$ cat config.mk
export PLATFORM = sky130hd
export DESIGN_NAME = serial_adder
export DESIGN_NICKNAME = d
export VERILOG_FILES = /design/src/rtl/serial_adder.sv
export SDC_FILE = /design/constraint.sdc
export NUM_CORES = 1
export LEC_CHECK = 0
export ABC_AREA = 1
export BUFFER_PORTS_ARGS = -buffer_cell sky130_fd_sc_hd__buf_2
export CELL_PAD_IN_SITES_DETAIL_PLACEMENT = 2
export CELL_PAD_IN_SITES_GLOBAL_PLACEMENT = 2
export CORE_MARGIN = 5
export CORE_UTILIZATION = 30
export DETAILED_ROUTE_END_ITERATION = 12
export MAX_ROUTING_LAYER = met4
export PLACE_DENSITY_LB_ADDON = 0.1
export SLEW_MARGIN = 20
export SYNTH_ARGS = -nofsm -noshare
export SYNTH_HDL_FRONTEND = slang
export SYNTH_SLANG_ARGS = --single-unit
export TNS_END_PERCENT = 100
$ cat constraint.sdc
create_clock -name clk -period 2.06 [get_ports clk]
set_input_delay 0.103 -clock clk [delete_from_list [all_inputs] [get_ports clk]]
set_output_delay 0.103 -clock clk [all_outputs]
set_load 0.01 [all_outputs]
$ cat src/rtl/serial_adder.sv
// Serial adder: WIDTH-bit operands summed CHUNK bits per clock, LSB chunk first.
// Optional subtract mode (a + ~b + 1) enabled by defining SERIAL_ADDER_SUB_EN.
module serial_adder #(
    parameter int unsigned WIDTH = 8,
    parameter int unsigned CHUNK = 1
) (
    input  logic             clk,
    input  logic             rst,
    input  logic             start,
    input  logic [WIDTH-1:0] a,
    input  logic [WIDTH-1:0] b,
    input  logic             c_in,
`ifdef SERIAL_ADDER_SUB_EN
    input  logic             sub,
`endif
    output logic             busy,
    output logic             done,
    output logic [WIDTH-1:0] sum,
    output logic             c_out
);

    localparam int unsigned NUM_CHUNKS = WIDTH / CHUNK;
    localparam int unsigned CNT_W      = (NUM_CHUNKS > 1) ? $clog2(NUM_CHUNKS) : 1;
    localparam logic [WIDTH-1:0] CHUNK_MASK = WIDTH'({CHUNK{1'b1}});

    generate
        if (WIDTH < 2 || CHUNK < 1 || (WIDTH % CHUNK) != 0) begin : gParamCheck
            $error("serial_adder: WIDTH must be >= 2 and an integer multiple of CHUNK");
        end
    endgenerate

    typedef enum logic [1:0] {
        IDLE = 2'd0,
        RUN  = 2'd1,
        DONE = 2'd2
    } state_t;

    state_t           state;
    state_t           stateNext;
    logic [WIDTH-1:0] aReg;
    logic [WIDTH-1:0] bReg;
    logic             carryReg;
    logic [CNT_W-1:0] chunkCnt;

    logic             lastChunk;
    int unsigned      shiftAmt;
    logic [CHUNK-1:0] aChunk;
    logic [CHUNK-1:0] bChunk;
    logic [CHUNK:0]   chunkRes;
    logic [WIDTH-1:0] bLoad;
    logic             carryLoad;

    // Operand B and initial carry as loaded on start (inverted B and forced carry when subtracting)
    always_comb begin
        bLoad     = b;
        carryLoad = c_in;
`ifdef SERIAL_ADDER_SUB_EN
        if (sub) begin
            bLoad     = ~b;
            carryLoad = 1'b1;
        end
`endif
    end

    // Current chunk slice and its sum with the running carry
    always_comb begin
        shiftAmt  = 32'(chunkCnt) * CHUNK;
        lastChunk = (chunkCnt == CNT_W'(NUM_CHUNKS - 1));
        aChunk    = CHUNK'(aReg >> shiftAmt);
        bChunk    = CHUNK'(bReg >> shiftAmt);
        chunkRes  = (CHUNK + 1)'(aChunk) + (CHUNK + 1)'(bChunk) + (CHUNK + 1)'(carryReg);
    end

    always_ff @(posedge clk) begin
        if (rst) begin
            state <= IDLE;
        end else begin
            state <= stateNext;
        end
    end

    always_comb begin
        stateNext = state;
        case (state)
            IDLE:    if (start) stateNext = RUN;
            RUN:     if (lastChunk) stateNext = DONE;
            DONE:    stateNext = IDLE;
            default: stateNext = IDLE;
        endcase
    end

    // Datapath and registered status; done trails the DONE state by one edge
    always_ff @(posedge clk) begin
        if (rst) begin
            aReg     <= '0;
            bReg     <= '0;
            carryReg <= 1'b0;
            chunkCnt <= '0;
            sum      <= '0;
            c_out    <= 1'b0;
            busy     <= 1'b0;
            done     <= 1'b0;
        end else begin
            busy <= (stateNext == RUN);
            done <= (state == DONE);
            case (state)
                IDLE: begin
                    if (start) begin
                        aReg     <= a;
                        bReg     <= bLoad;
                        carryReg <= carryLoad;
                        chunkCnt <= '0;
                    end
                end
                RUN: begin
                    sum      <= (sum & ~(CHUNK_MASK << shiftAmt))
                              | (WIDTH'(chunkRes[CHUNK-1:0]) << shiftAmt);
                    carryReg <= chunkRes[CHUNK];
                    chunkCnt <= chunkCnt + CNT_W'(1);
                    if (lastChunk) begin
                        c_out <= chunkRes[CHUNK];
                    end
                end
                default: ;
            endcase
        end
    end

endmodule

* After elaboration in Yosys (flattened, before gate mapping) *
Cells that the tools add are included.

word-level totals
  register bits = 33
  bits in latches = 0
  RAM bits = 0
  memory bits (read-only) = 0
  output and inout port bits = 11
  memories kept = 0

operators by class
  add/subtract/negate cells = 3
  multipliers = 0
  divide/modulo/power cells = 0
  order comparisons = 0
  equal/unequal tests = 5
  shift-type cells = 4
  multiplexer cells = 7
  bitwise operators = 3
  reductions and logical operators = 5

operators with widths
  operator                                                                count
  8-bit by 3-bit right shift with 1-bit output                            2
  8-bit AND                                                               1
  8-bit NOT                                                               1
  8-bit OR                                                                1
  1-bit by 3-bit left shift with 8-bit output                             1
  1-bit by 3-bit left shift with 8-bit output (first input constant)      1
  3-bit one-hot mux with 2 select lines                                   1
  2-bit AND reduction                                                     3
  2-bit by 1-bit equality test with 1-bit output (second input constant)  2
  2-bit two-way mux                                                       2
  2-bit one-hot mux with 2 select lines                                   1
  3-bit by 1-bit adder with 3-bit output (second input constant)          1
  3-bit equality test (second input constant)                             1
  3-bit two-way mux                                                       1
  1-bit by 1-bit adder with 2-bit output                                  1
  2-bit by 1-bit adder with 2-bit output                                  1
  2-bit equality test (second input constant)                             1
  2-bit logical NOT                                                       1
  2-bit inequality test (second input constant)                           1
  1-bit one-hot mux with 2 select lines                                   1
  2-bit nonzero test                                                      1
  1-bit two-way mux                                                       1

* Longest topological paths before layout *
  depth in word-level cells = 5
  mapped depth = 12
  depth with buffers taken out = 11

* Worst setup path after synthesis *
OpenSTA, ideal clock, no wires.

  path kind = reg2reg
  from = register chunkCnt[0]
  to = register sum[3]
  arrival time = 1.685 ns
  path slack = 0.305 ns
  stages on the path, launching flop included = 13
  path buffers = 1
  clock period less this slack = 1.755 ns
  cell sequence = dfxtp_1 inv_1 buf_2 nand2_1 nand3_1 nand2_1 nand2_1 nand2_1 fa_1 nand2_1 nor2_1 nand2_1 a21oi_1

on the way
  word-level cells in the longest chain between the ends = 5
  elaborated cells on any way between the ends = 9

ends and longest elaborated chain
  element                                                          RTL line  RTL
  start: declaration                                               43        logic [CNT_W-1:0] chunkCnt;
  start signal: assignment                                         119       chunkCnt <= chunkCnt + CNT_W'(1);
  8-bit by 3-bit right shift with 1-bit output (on tied branches)  69, 70
  1-bit by 1-bit adder with 2-bit output                           71        chunkRes = (CHUNK + 1)'(aChunk) + (CHUNK + 1)'(bChunk) + (CHUNK + 1)'(carryReg);
  2-bit by 1-bit adder with 2-bit output                           71
  1-bit by 3-bit left shift with 8-bit output                      117       | (WIDTH'(chunkRes[CHUNK-1:0]) << shiftAmt);
  8-bit OR (*)                                                     117
  end signal: assignment                                           116       sum <= (sum & ~(CHUNK_MASK << shiftAmt))
  end: declaration                                                 18        output logic [WIDTH-1:0] sum,

Mark *: on every way between the ends. The rest lies on a longest branch, timed or not.
A chain may end at the register's enable or synchronous reset.

* Final worst setup path *
  from = register chunkCnt[0]
  to = register sum[6]

The elaborated chain is that of the path after synthesis.

==> flow_summary.toml <==
[cts]
htreeDepth = 2
cts_tree = "done"
clk_pin_slew_ns = 0.07
cts_buffers = 5
clock-sinks = 33
post_cts_buffers = 0
worstSkewPairLatency_ns = 0.28
clockRootBuffer = "clkbuf_8"
cts_hold_buf = 0
cts.path.max_buffers = 2

[sta]
post-route-min-period_ns = 1.92
hold_viol = 0
slew_viol_final = 0
fin_setup_tns_ns = 0
max_freq_mhz = 520
max_slew_margin = 0.637
fin_worst_skew_ns = 0.00490
post-route-period-util = 0.934
fin_ws_ns = 0.135
setup_viol = 0
rsz0062_at_grt = "true"
tightest_slew_ns = 0.543
hold_ws_ns = 0.0606

[worst_setup_path]
required_ns = 2.27
start_kind = "flip-flop"
end_kind = "flip-flop"
path_class = "flip-flop to flip-flop"
crit_arrival_ns = 2.14
rr_worst_depth = 11
crit_fanout = 12

[global_routing]
grt_max_degree = 26
grt-ovfl-total = 0
antenna_found_initial = 0
grt_pass1_vias = 1612
grt_usage = 0.147
grt_pass1_wl_um = 7380

[route]
ant_nets = 0
drt_wl_total_um = 4260
drcViolationCount = 0
dr.pass1.iters = 5
num_vias = 1446
drt_iter0_drc = 41
vias_per_cell = 4.69
wire_per_inst_um = 13.8

[placement]
gp_congestion = 0.814
port_buffers = 30
dp_slack_ns = 0.0819
dp_hpwl_um = 3320

[synthesis]
avgSynthCellArea_sq_um = 7.59
syn-cell-area_sq_mm = 0.00156
synth_mux_area_frac = 0
ys_seq_area_frac = 0.422
ys_ff_latch = 33
synth_xor_area_frac = 0
synth_area_leaders = "dfxtp_1 42%, nand2_1 12%, nor2_1 6.0%"
syn_inst = 206
synthAdderAreaFrac = 0.0608
yosysUniqueCellTypes = 25
synthArstFlopShare = 0
synth_compound_area_frac = 0.130
synth_top_area_share = 0.422
yosysTopAreaCell = "dfxtp_1"
ys_warn_count = 0
syn_nets = 233
synth_top_family_by_area = "simple AND/OR/NAND/NOR gates"
synth-simple-area-share = 0.302
synth_enable_flop_cells = 0
synth_ff_type = "dfxtp_1"

[floorplanning]
std_cell_rows = 26
die_width_um = 82.2
dieArea_sq_mm = 0.00676
io_pins = 31
fp.dieH_um = 82.2
coreArea_sq_mm = 0.00507
initial_utilization = 0.308

[job]
drv_cap = 0

[hold_path]
holdPathStages = 3
hold_path.class = "input port to flip-flop"

[finish]
drive_above_1_share = 0.248
antenna_cells = 0
nets = 265
final_core_util = 0.368
mostFrequentLayoutCells = "49 x nand2_1, 33 x dfxtp_1, 30 x buf_2"
areaGrowthSynthToFinish_pct = 19.4
final_common_cell = "nand2_1"

[pwr]
powerDensity_mw_per_mm2 = 755
vdd_drop_max_mv = 0.387
power.total_mw = 1.41
power_leakage_nw = 0.828

[outcome]
status = "completed"
[power by group]
part | leakage [nW] | internal, mW | total (mW) | switching (mW)
logic | 0.513 | 0.0841 | 0.231 | 0.147
clock network | 0.0443 | 0.265 | 0.489 | 0.224
registers | 0.271 | 0.675 | 0.691 | 0.0159
[cells by family after synthesis]
family,count (synthesis)
flops,33
simple gates,102
compound gates,38
fa+ha+maj,7
buf+inv,26
[cell usage after synthesis, types with 2 or more instances]
cell,n
nand4_1,6
buf_4,2
nand2_4,3
o21a_1,2
ha_1,6
o21ai_0,5
nand2_1,49
dfxtp_1,33
o21ai_1,12
buf_6,3
nor2_1,25
buf_2,3
clkbuf_1,2
inv_2,2
inv_1,13
nor2_4,4
a21oi_1,17
nand3_1,12
[per-layer routing]
layer	up-vias	wire length, um	track usage
met5	-	0	-
met4	0	52	0.0399
met3	5	127	0.0358
met2	21	2350	0.270
met1	696	1730	0.156
li1	724	-	-
[path summary, 6_finish.rpt]
check | from | slack, ns | to
max | chunkCnt[0]$_SDFFE_PP0P_ | 0.14 | sum[6]$_SDFFE_PP0N_
min | b[7] | 0.06 | bReg[7]$_SDFFE_PP0P_
min reg2reg | sum[1]$_SDFFE_PP0N_ | 0.46 | sum[1]$_SDFFE_PP0N_
max reg2reg | chunkCnt[0]$_SDFFE_PP0P_ | 0.14 | sum[6]$_SDFFE_PP0N_
[through the flow]
| stage | std cells | area, sq um |
|---|---|---|
| 5_1_grt | 308 | 1870 |
| 3_3_place_gp | 301 | 1770 |
| 2_1_floorplan | 206 | 1560 |
| 6_report | 308 | 1870 |
| 4_1_cts | 308 | 1850 |
| 3_5_place_dp | 301 | 1770 |
[area by class of cell]
class	count	area [sq um]
clock buffer	7	86.3
fill	629	3210
inverter	16	62.6
multi-input combinational	147	779
sequential	33	661
tap	70	87.6
timing repair buffer	35	191
[critical path: stages (launching register included)]
cell and delay (ns):
dfxtp_1 0.36, buf_6 0.17, nand2_1 0.07, nand3_1 0.08
nand2_1 0.06, nand2_1 0.06, nand2_1 0.08, fa_1 0.54
nand2_1 0.11, nor2_2 0.12, nand2_1 0.07, a21oi_1 0.15
[registers in the layout, indices dropped and copies added (netlist names), 2 cells and up]
| register | cells |
|---|---|
| bReg | 8 |
| aReg | 8 |
| state | 2 |
| sum | 8 |
| chunkCnt | 3 |
[repair_timing]
item,in CTS,in global routing
resized for setup,0,6
hold endpoints to repair,0,0
endpoints found under the setup margin,0,8
(Power assumes the default switching activity.)
